<file path="src/rtl/mem_arb_pkg.sv">
// Shared types and constants for the instruction/data memory-port arbiter.
package mem_arb_pkg;

  typedef enum logic [1:0] {
    IDLE = 2'd0,
    REQ  = 2'd1,
    RESP = 2'd2
  } state_e;

  typedef enum logic [1:0] {
    OWN_NONE  = 2'd0,
    OWN_INSTR = 2'd1,
    OWN_DATA  = 2'd2
  } owner_e;

  localparam logic [3:0] BE_ALL = 4'hF;
  localparam int         CNT_W  = 4;

  function automatic logic [CNT_W-1:0] sat_inc(input logic [CNT_W-1:0] v,
                                               input logic [CNT_W-1:0] max_v);
    return (v >= max_v) ? max_v : v + 1'b1;
  endfunction

endpackage

</file>
<file path="src/rtl/mem_arbiter_if.sv">
// Bundle of the fetch, load/store and memory ports around the arbiter.
interface mem_arbiter_if #(
  parameter int ADDR_W = 32,
  parameter int DATA_W = 32
);
  import mem_arb_pkg::*;

  logic              instr_req;
  logic [ADDR_W-1:0] instr_adr;
  logic              instr_gnt;
  logic              instr_r_valid;
  logic [DATA_W-1:0] instr_read;

  logic              data_req;
  logic [ADDR_W-1:0] data_adr;
  logic              data_we;
  logic [3:0]        data_be;
  logic [DATA_W-1:0] data_write;
  logic              data_gnt;
  logic              data_r_valid;
  logic [DATA_W-1:0] data_read;

  logic              mem_req;
  logic [ADDR_W-1:0] mem_adr;
  logic              mem_we;
  logic [3:0]        mem_be;
  logic [DATA_W-1:0] mem_wdata;
  logic              mem_gnt;
  logic              mem_r_valid;
  logic [DATA_W-1:0] mem_rdata;

  state_e            dbg_state;
  owner_e            dbg_owner;
  logic [CNT_W-1:0]  dbg_starve;

  // Handshake: a requester holds req (and its payload) until the cycle gnt is
  // high; gnt is a single-cycle pulse, r_valid pulses once per granted request
  // and read data is only non-zero while r_valid is high.
  modport slave (
    input  instr_req, instr_adr,
    output instr_gnt, instr_r_valid, instr_read,
    input  data_req, data_adr, data_we, data_be, data_write,
    output data_gnt, data_r_valid, data_read,
    output mem_req, mem_adr, mem_we, mem_be, mem_wdata,
    input  mem_gnt, mem_r_valid, mem_rdata,
    output dbg_state, dbg_owner, dbg_starve
  );

  modport master (
    output instr_req, instr_adr,
    input  instr_gnt, instr_r_valid, instr_read,
    output data_req, data_adr, data_we, data_be, data_write,
    input  data_gnt, data_r_valid, data_read,
    input  mem_req, mem_adr, mem_we, mem_be, mem_wdata,
    output mem_gnt, mem_r_valid, mem_rdata,
    input  dbg_state, dbg_owner, dbg_starve
  );

endinterface

</file>
<file path="src/rtl/mem_arb_prio.sv">
// Winner select (data first) with a saturating counter that bounds fetch starvation.
module mem_arb_prio
  import mem_arb_pkg::*;
#(
  parameter int MAX_DATA_WINS = 4
) (
  input  logic             clk_i,
  input  logic             rst_ni,
  input  logic             instr_req_i,
  input  logic             data_req_i,
  input  logic             arb_i,
  output owner_e           win_o,
  output logic [CNT_W-1:0] starve_cnt_o
);

  localparam logic [CNT_W-1:0] MAX_CNT = CNT_W'(MAX_DATA_WINS);

  logic [CNT_W-1:0] starve_q, starve_d;

  always_comb begin
    win_o = OWN_NONE;
    if (data_req_i && !(instr_req_i && (starve_q == MAX_CNT))) begin
      win_o = OWN_DATA;
    end else if (instr_req_i) begin
      win_o = OWN_INSTR;
    end
  end

  // Counts only data wins that actually held off a waiting fetch.
  always_comb begin
    starve_d = starve_q;
    if (arb_i) begin
      if ((win_o == OWN_DATA) && instr_req_i) begin
        starve_d = sat_inc(starve_q, MAX_CNT);
      end else begin
        starve_d = '0;
      end
    end
  end

  always_ff @(posedge clk_i or negedge rst_ni) begin
    if (!rst_ni) begin
      starve_q <= '0;
    end else begin
      starve_q <= starve_d;
    end
  end

  assign starve_cnt_o = starve_q;

endmodule

</file>
<file path="src/rtl/mem_arbiter.sv">
// Shares one req/gnt/r_valid memory port between fetch and load/store,
// one transaction in flight, response routed back to the owning requester.
module mem_arbiter
  import mem_arb_pkg::*;
#(
  parameter int ADDR_W        = 32,
  parameter int DATA_W        = 32,
  parameter int MAX_DATA_WINS = 4
) (
  input  logic          CLK,
  input  logic          RES,
  mem_arbiter_if.slave  bus
);

  state_e            state_q, state_d;
  owner_e            owner_q, owner_d;
  logic [ADDR_W-1:0] adr_q, adr_d;
  logic              we_q, we_d;
  logic [3:0]        be_q, be_d;
  logic [DATA_W-1:0] wdata_q, wdata_d;

  logic              arb;
  owner_e            win;
  logic [CNT_W-1:0]  starve_cnt;

  logic              instr_gnt, data_gnt;
  logic              instr_r_valid, data_r_valid;
  logic [DATA_W-1:0] instr_read, data_read;

  // Re-arbitration in RESP lets the next request issue without an IDLE bubble.
  assign arb = (state_q == IDLE) || ((state_q == RESP) && bus.mem_r_valid);

  mem_arb_prio #(
    .MAX_DATA_WINS (MAX_DATA_WINS)
  ) u_prio (
    .clk_i        (CLK),
    .rst_ni       (RES),
    .instr_req_i  (bus.instr_req),
    .data_req_i   (bus.data_req),
    .arb_i        (arb),
    .win_o        (win),
    .starve_cnt_o (starve_cnt)
  );

  always_comb begin
    state_d       = state_q;
    owner_d       = owner_q;
    adr_d         = adr_q;
    we_d          = we_q;
    be_d          = be_q;
    wdata_d       = wdata_q;
    instr_gnt     = 1'b0;
    data_gnt      = 1'b0;
    instr_r_valid = 1'b0;
    data_r_valid  = 1'b0;
    instr_read    = '0;
    data_read     = '0;

    case (state_q)
      IDLE: ;
      REQ: begin
        if (bus.mem_gnt) begin
          instr_gnt = (owner_q == OWN_INSTR);
          data_gnt  = (owner_q == OWN_DATA);
          state_d   = RESP;
        end
      end
      RESP: begin
        if (bus.mem_r_valid) begin
          if (owner_q == OWN_INSTR) begin
            instr_r_valid = 1'b1;
            instr_read    = bus.mem_rdata;
          end
          if (owner_q == OWN_DATA) begin
            data_r_valid = 1'b1;
            data_read    = bus.mem_rdata;
          end
        end
      end
      default: state_d = IDLE;
    endcase

    if (arb) begin
      case (win)
        OWN_INSTR: begin
          state_d = REQ;
          owner_d = OWN_INSTR;
          adr_d   = bus.instr_adr;
          we_d    = 1'b0;
          be_d    = BE_ALL;
          wdata_d = '0;
        end
        OWN_DATA: begin
          state_d = REQ;
          owner_d = OWN_DATA;
          adr_d   = bus.data_adr;
          we_d    = bus.data_we;
          be_d    = bus.data_be;
          wdata_d = bus.data_write;
        end
        default: begin
          state_d = IDLE;
          owner_d = OWN_NONE;
        end
      endcase
    end
  end

  always_ff @(posedge CLK or negedge RES) begin
    if (!RES) begin
      state_q <= IDLE;
      owner_q <= OWN_NONE;
      adr_q   <= '0;
      we_q    <= 1'b0;
      be_q    <= 4'h0;
      wdata_q <= '0;
    end else begin
      state_q <= state_d;
      owner_q <= owner_d;
      adr_q   <= adr_d;
      we_q    <= we_d;
      be_q    <= be_d;
      wdata_q <= wdata_d;
    end
  end

  assign bus.mem_req       = (state_q == REQ);
  assign bus.mem_adr       = adr_q;
  assign bus.mem_we        = we_q;
  assign bus.mem_be        = be_q;
  assign bus.mem_wdata     = wdata_q;
  assign bus.instr_gnt     = instr_gnt;
  assign bus.data_gnt      = data_gnt;
  assign bus.instr_r_valid = instr_r_valid;
  assign bus.data_r_valid  = data_r_valid;
  assign bus.instr_read    = instr_read;
  assign bus.data_read     = data_read;
  assign bus.dbg_state     = state_q;
  assign bus.dbg_owner     = owner_q;
  assign bus.dbg_starve    = starve_cnt;

endmodule

</file>
<file path="src/flat_wrapper.sv">
// flat-port wrapper written by rule: the top's interface ports become plain ports
module mem_arbiter_flat import mem_arb_pkg::*;
#(
  parameter int ADDR_W        = 32,
  parameter int DATA_W        = 32,
  parameter int MAX_DATA_WINS = 4
)
  (CLK, RES, bus_instr_req, bus_instr_adr, bus_instr_gnt, bus_instr_r_valid, bus_instr_read, bus_data_req, bus_data_adr, bus_data_we, bus_data_be, bus_data_write, bus_data_gnt, bus_data_r_valid, bus_data_read, bus_mem_req, bus_mem_adr, bus_mem_we, bus_mem_be, bus_mem_wdata, bus_mem_gnt, bus_mem_r_valid, bus_mem_rdata, bus_dbg_state, bus_dbg_owner, bus_dbg_starve);
  mem_arbiter_if #(.ADDR_W(ADDR_W), .DATA_W(DATA_W)) bus_i ();
  input  logic CLK;
  input  logic RES;
  input wire logic [$bits(bus_i.instr_req)-1:0] bus_instr_req;
  input wire logic [$bits(bus_i.instr_adr)-1:0] bus_instr_adr;
  output wire logic [$bits(bus_i.instr_gnt)-1:0] bus_instr_gnt;
  output wire logic [$bits(bus_i.instr_r_valid)-1:0] bus_instr_r_valid;
  output wire logic [$bits(bus_i.instr_read)-1:0] bus_instr_read;
  input wire logic [$bits(bus_i.data_req)-1:0] bus_data_req;
  input wire logic [$bits(bus_i.data_adr)-1:0] bus_data_adr;
  input wire logic [$bits(bus_i.data_we)-1:0] bus_data_we;
  input wire logic [$bits(bus_i.data_be)-1:0] bus_data_be;
  input wire logic [$bits(bus_i.data_write)-1:0] bus_data_write;
  output wire logic [$bits(bus_i.data_gnt)-1:0] bus_data_gnt;
  output wire logic [$bits(bus_i.data_r_valid)-1:0] bus_data_r_valid;
  output wire logic [$bits(bus_i.data_read)-1:0] bus_data_read;
  output wire logic [$bits(bus_i.mem_req)-1:0] bus_mem_req;
  output wire logic [$bits(bus_i.mem_adr)-1:0] bus_mem_adr;
  output wire logic [$bits(bus_i.mem_we)-1:0] bus_mem_we;
  output wire logic [$bits(bus_i.mem_be)-1:0] bus_mem_be;
  output wire logic [$bits(bus_i.mem_wdata)-1:0] bus_mem_wdata;
  input wire logic [$bits(bus_i.mem_gnt)-1:0] bus_mem_gnt;
  input wire logic [$bits(bus_i.mem_r_valid)-1:0] bus_mem_r_valid;
  input wire logic [$bits(bus_i.mem_rdata)-1:0] bus_mem_rdata;
  output wire logic [$bits(bus_i.dbg_state)-1:0] bus_dbg_state;
  output wire logic [$bits(bus_i.dbg_owner)-1:0] bus_dbg_owner;
  output wire logic [$bits(bus_i.dbg_starve)-1:0] bus_dbg_starve;
  assign bus_i.instr_req = bus_instr_req;
  assign bus_i.instr_adr = bus_instr_adr;
  assign bus_instr_gnt = bus_i.instr_gnt;
  assign bus_instr_r_valid = bus_i.instr_r_valid;
  assign bus_instr_read = bus_i.instr_read;
  assign bus_i.data_req = bus_data_req;
  assign bus_i.data_adr = bus_data_adr;
  assign bus_i.data_we = bus_data_we;
  assign bus_i.data_be = bus_data_be;
  assign bus_i.data_write = bus_data_write;
  assign bus_data_gnt = bus_i.data_gnt;
  assign bus_data_r_valid = bus_i.data_r_valid;
  assign bus_data_read = bus_i.data_read;
  assign bus_mem_req = bus_i.mem_req;
  assign bus_mem_adr = bus_i.mem_adr;
  assign bus_mem_we = bus_i.mem_we;
  assign bus_mem_be = bus_i.mem_be;
  assign bus_mem_wdata = bus_i.mem_wdata;
  assign bus_i.mem_gnt = bus_mem_gnt;
  assign bus_i.mem_r_valid = bus_mem_r_valid;
  assign bus_i.mem_rdata = bus_mem_rdata;
  assign bus_dbg_state = bus_i.dbg_state;
  assign bus_dbg_owner = bus_i.dbg_owner;
  assign bus_dbg_starve = bus_i.dbg_starve;
  mem_arbiter #(.ADDR_W(ADDR_W), .DATA_W(DATA_W), .MAX_DATA_WINS(MAX_DATA_WINS)) u_core (.CLK(CLK), .RES(RES), .bus(bus_i));
endmodule
</file>
<file path="config.mk">
export PLATFORM = sky130hd
export DESIGN_NAME = mem_arbiter_flat
export DESIGN_NICKNAME = d
export VERILOG_FILES = /design/src/rtl/mem_arb_pkg.sv /design/src/rtl/mem_arbiter_if.sv /design/src/rtl/mem_arb_prio.sv /design/src/rtl/mem_arbiter.sv /design/src/flat_wrapper.sv
export SDC_FILE = /design/constraint.sdc
export NUM_CORES = 1
export LEC_CHECK = 0
export ABC_AREA = 0
export CORE_ASPECT_RATIO = 0.5
export CORE_MARGIN = 2
export CORE_UTILIZATION = 35
export CTS_CLUSTER_SIZE = 20
export DETAILED_ROUTE_END_ITERATION = 6
export GPL_TIMING_DRIVEN = 0
export MAX_ROUTING_LAYER = met4
export PLACE_DENSITY = 0.81
export SYNTH_ARGS = -nofsm -noshare
export SYNTH_HDL_FRONTEND = slang
export SYNTH_SLANG_ARGS = --single-unit
</file>
<file path="constraint.sdc">
create_clock -name CLK -period 2.2 [get_ports CLK]
set_input_delay 0.44 -clock CLK [delete_from_list [all_inputs] [get_ports CLK]]
set_output_delay 0.44 -clock CLK [all_outputs]
set_load 0.01 [all_outputs]
</file>
Yosys cells after proc, flatten, opt, wreduce, memory -nomap -nowiden. Index checks and enable logic that the tools add are counted. W data, S select, Z words.

Flip-flop bits (word level): 77. Logic and storage cells: 59. Input port bits: 139. Output and inout bits: 146.

Reduce and logical (&&, ||, !) cells: 12. Eq/ne operators: 9. Add/sub/neg operators: 1. Multiplexer cells: 29. $lt $le $gt $ge: 1.

Operators with widths (count): $mux W32 (6); $pmux W32 S2 (2); $mux W1 (12); $mux W4 (2); $pmux W2 S2 (2); $pmux W4 S2 (1); $eq A2 B1 Y1 const B (3); $eq A2 B2 Y1 const B (3); $mux W2 (3); $add A4 B1 Y4 const B (1); $eq A4 B3 Y1 const B (1); $ge A4 B3 Y1 const B (1); $logic_and A1 B1 Y1 (4); $reduce_and A2 Y1 (2); $reduce_or A2 Y1 (2); $ne A3 B1 Y1 const B (1); $logic_not A2 Y1 (1); $ne A2 B1 Y1 const B (1); $pmux W1 S2 (1); $reduce_bool A2 Y1 (1); $logic_not A1 Y1 (1); $logic_or A1 B1 Y1 (1).

Longest topological paths before layout.
Depth after elaboration: 9. Depth in mapped cells: 6. Depth with buffers taken out: 5.

By module. Synthesis repeated with hierarchy kept, for this count alone.

Cells, all modules: 376. Area total of the unflattened synthesis: 4230.3 sq um.

Modules (own cells, without submodules): mem_arbiter (seq. area each 1826.8 sq um, instances 1, cells each 352, area an instance 3993.8 sq um); mem_arb_prio (seq. area each 100.1 sq um, instances 1, cells each 24, area an instance 236.5 sq um).

Least setup slack after synthesis. Ideal clock, no wire load.

Kind: reg2out. Start: reg u_core.state_q[0], in the netlist u_core.bus.dbg_state[0]. End: out bus_instr_read[10]. Buffers on the path: 2. Path slack: 0.397 ns. Cell stages (with the launch flop): 6. Data arrival time: 1.363 ns. Cell sequence: dfrtp_1 buf_2 nand3b_1 nor2_1 clkbuf_1 and2_1.

Word-level cells in the longest chain between the ends: 2.

Ends and longest elaborated chain: from (decl) (RTL line mem_arbiter.sv:15) `state_e state_q, state_d;`; from (signal assigned) (RTL line mem_arbiter.sv:118) `state_q <= state_d;`; $eq A2 B2 Y1 (RTL line mem_arbiter.sv:59) `case (state_q)`; $mux W32 (RTL line mem_arbiter.sv:59); to (decl) (RTL line flat_wrapper.sv:16) `output wire logic [$bits(bus_i.instr_read)-1:0] bus_instr_read;`.

No other way between the ends.

Worst setup path after layout.
Start: reg u_core.state_q[0], in the netlist u_core.bus.dbg_state[0]. End: out bus_data_read[12].

Word-level cells in the longest chain between the ends: 2.

Ends and longest elaborated chain: $eq A2 B2 Y1 (RTL line mem_arbiter.sv:59); $mux W32 (RTL line mem_arbiter.sv:59); to (decl) (RTL line flat_wrapper.sv:24) `output wire logic [$bits(bus_i.data_read)-1:0] bus_data_read;`.

No other way between the ends.

==> out/qor.csv <==
stage;metric;value;unit
power;vdd_drop_max;0.5026;mV
sta;worst_slew_pin_slew;0.5856;ns
drt;wl_per_cell;20.15;um
yosys;syn_inst;392;
yosys;synth_fp_nets;533;
sta;timing.final.crit_share;103.7;%
layout;synthToLayoutAreaGrowth;90.36;%
drt;dr.pass1.iters;5;
sta;finalHoldViolations;0;
sta;skew;0.005985;ns
sta;layout_min_cycle_time;2.281;ns
drt;ant_nets;0;
sta;max_freq;0.4385;GHz
yosys;synth_area_leader_cell;dfrtp_1;
setup_path;cp_max_fo;8;
yosys;netlist.area_leader.share;48.37;%
yosys;synthFlopType;dfrtp_1;
layout;final_area;7584;um2
placed_design;io_buffer_count;284;
setup_path;crit_chain;nand3b_1, nor2_4, buf_12, buf_8, buf_6, buf_6, and2_1, buf_2;
setup_path;path_delay_family;buffers and inverters;
drt;drt-total-wl;17330;um
global_routing;grt_pass1_vias;4614;
drt;vias_per_cell;5.458;
sta;max-slew-margin-rel;60.67;%
placed_design;hpwlAfterDp;12850;um
yosys;synth.most_common_cell;dfrtp_1;
placed_design;placed_cells;822;
yosys;postSynth.asyncResetShare;100.0;%
setup_path;crit_buf_inv;5;
yosys;ys_warn_count;0;
setup_path;cpMostUsedCell;buf_6;
drt;drc_errors;0;
yosys;synth_common_cells;dfrtp_1, nor3_1, and2_1;
power;p_leak;3.261;nW
floorplanning;fp.dieArea;12300;um2
floorplanning;ios;285;
layout;final_cells;860;
setup_path;cp_num_cells;8;
clock_tree;cts_tree;done;
setup_path;rr_worst_depth;6;
floorplanning;die_h;79.44;um
sta;final-setup-viol-count;35;
global_routing;antenna_found_initial;0;
yosys;ys_types;34;
floorplanning;start_util;36.06;%
setup_path;cp.required;1.76;ns
clock_tree;clkSinkCount;77;
floorplanning;rows;27;
clock_tree;clk_latency;0.34;ns
layout;n_antenna_cell;0;
floorplanning;coreArea;11050;um2
global_routing;grt_pass1_wl;25910;um
clock_tree;cts_buffers;9;
clock_tree;path_clk_slew;0.06;ns
sta;rsz0062_at_grt;yes;
placed_design;place_congestion;0.9009;
setup_path;cpPeakStageDelay;0.39;ns
global_routing;grt.total_usage;27.98;%
floorplanning;die_w;154.9;um
global_routing;grt_overflow;0;
setup_path;end_kind;output pin;
setup_path;cp-start-kind;register;
sta;setup_ws;-0.08064;ns
layout;nets;851;
yosys;synth-edff-count;0;
power;p_per_area;1098;nW/um2
clock_tree;root_buffer;clkbuf_16;
yosys;netlist_area;3984;um2
yosys;ys_top_cells_by_area;dfrtp_1, and2_1, nor3_1;
yosys;synth-seq-cells;77;
sta;final_max_slew_viol_count;0;
yosys;syn_area_per_cell;10.16;um2
status;status;finished with violations;
clock_tree;htree_levels;3;
setup_path;crit_arrival;1.84;ns
layout;final_util;68.65;%
drt;vias;4694;
status;violations;negative setup slack;
job;cap_violations;0;
setup_path;crit_slowest_cell;dfrtp_1;
setup_path;crit_type;reg -> out;
drt;first_iter_violations;405;
clock_tree;cts_buffer_depth;2;
power;finalPower;8.329;mW
worst_hold_path;hp-class;in -> async;
global_routing;grt_max_degree;56;
placed_design;dpl-instance-area;7033;um2
sta;holdWs;0.001283;ns
yosys;seq_area_frac_synth;48.37;%
layout;drive_above_1_share;24.90;%
==> per-stage QoR <==
step	setup slack, ns	TNS (ns)
after floorplan	0.3968	0
after global placement	-2.039	-204.13
after detailed placement	-0.8452	-50.18
after CTS	-0.1893	-4.461
after global routing	-0.1364	-3.095
final	-0.08064	-0.7581
==> cells by family (layout without fill, tap and decap cells) <==
kind of cell    Yosys count  count (layout)  synth area share [%]
buf+inv                  49             372                 6.376
flops                    77              77                 48.37
fa+ha+maj                 2               2                0.6280
compound gates          107             107                 21.33
simple gates            155             155                 22.74
mux                       2               2                0.5653
==> where the power goes <==
part	internal [mW]	switching, mW
sequential	2.04	0.391
combinational	2.31	2.04
clock	0.917	0.622
total	5.27	3.05
==> what timing repair did <==
action | 4_1_cts | 5_1_grt
pin swaps | 33 | 3
endpoints found under the hold margin | 0 | 0
hold buffers | 0 | 0
setup endpoints to repair | 69 | 68
setup buffers | 17 | 3
gates cloned | 3 | 0
gates resized for setup | 339 | 26
==> registers in the layout, summed over array words and instances (netlist names) <==
signal,cells
u_core.bus.mem_adr,32
u_core.bus.mem_wdata,32
u_core.bus.mem_be,4
u_core.u_prio.starve_cnt_o,4
u_core.bus.dbg_owner,2
u_core.bus.dbg_state,2
u_core.bus.mem_we,1
==> layout make-up <==
class | count | area [um2]
Clock buffer | 10 | 239.0
Sequential cell | 77 | 1928
Buffer | 44 | 294.0
Multi-Input combinational cell | 266 | 1886
Inverter | 4 | 15.01
Clock inverter | 6 | 68.82
Timing Repair Buffer | 308 | 2972
Fill cell | 838 | 3463
Tap cell | 145 | 181.4
==> placed cells by master (no fill, tap or decap), drive strengths merged <==
cell type	netlist	final
clkdlybuf4s50	0	213
buf	28	113
dfrtp	77	77
nor3	66	66
and2	65	65
a22o	34	34
a31oi	32	32
a221oi	32	32
clkbuf	17	27
clkdlybuf4s15	0	7
nor2	7	7
inv	4	6
o22a	4	4
nand2b	3	3
nand2	2	2
a21o	2	2
mux2	2	2
ha	2	2
dlygate4sd2	0	2
nor2b	2	2
nand3	2	2
clkinv	0	2
nand3b	1	1
nand4b	1	1
nand4	1	1
or2	1	1
and3	1	1
and4b	1	1
nand4bb	1	1
o31ai	1	1
a2bb2oi	1	1
nor4	1	1
o21ai	1	1
clkinvlp	0	1
bufinv	0	1
==> metal layers <==
metal / GRT usage (%) / share of wire [%]
met3: 5.483 / 6.0
met4: 11.39 / 4.1
met2: 47.02 / 50
met5: - / 0
met1: 33.65 / 40
==> path summary, 6_finish.rpt <==
check,start,end,slack [ns]
worst max-delay path,u_core.bus.dbg_state[0]$_DFFE_PN0P_,bus_data_read[12],-0.08
worst min-delay path,RES,u_core.bus.mem_adr[9]$_DFFE_PN0P_,0.001
worst max register to register,u_core.u_prio.starve_cnt_o[1]$_DFFE_PN0P_,u_core.bus.mem_adr[6]$_DFFE_PN0P_,0.23
worst min register to register,u_core.bus.mem_be[3]$_DFFE_PN0P_,u_core.bus.mem_be[3]$_DFFE_PN0P_,0.49
max in group asynchronous,RES,u_core.bus.dbg_state[1]$_DFFE_PN0P_,1.61
min in group CLK,u_core.bus.mem_be[3]$_DFFE_PN0P_,u_core.bus.mem_be[3]$_DFFE_PN0P_,0.49
No activity file was read; power rests on OpenSTA's default activity.
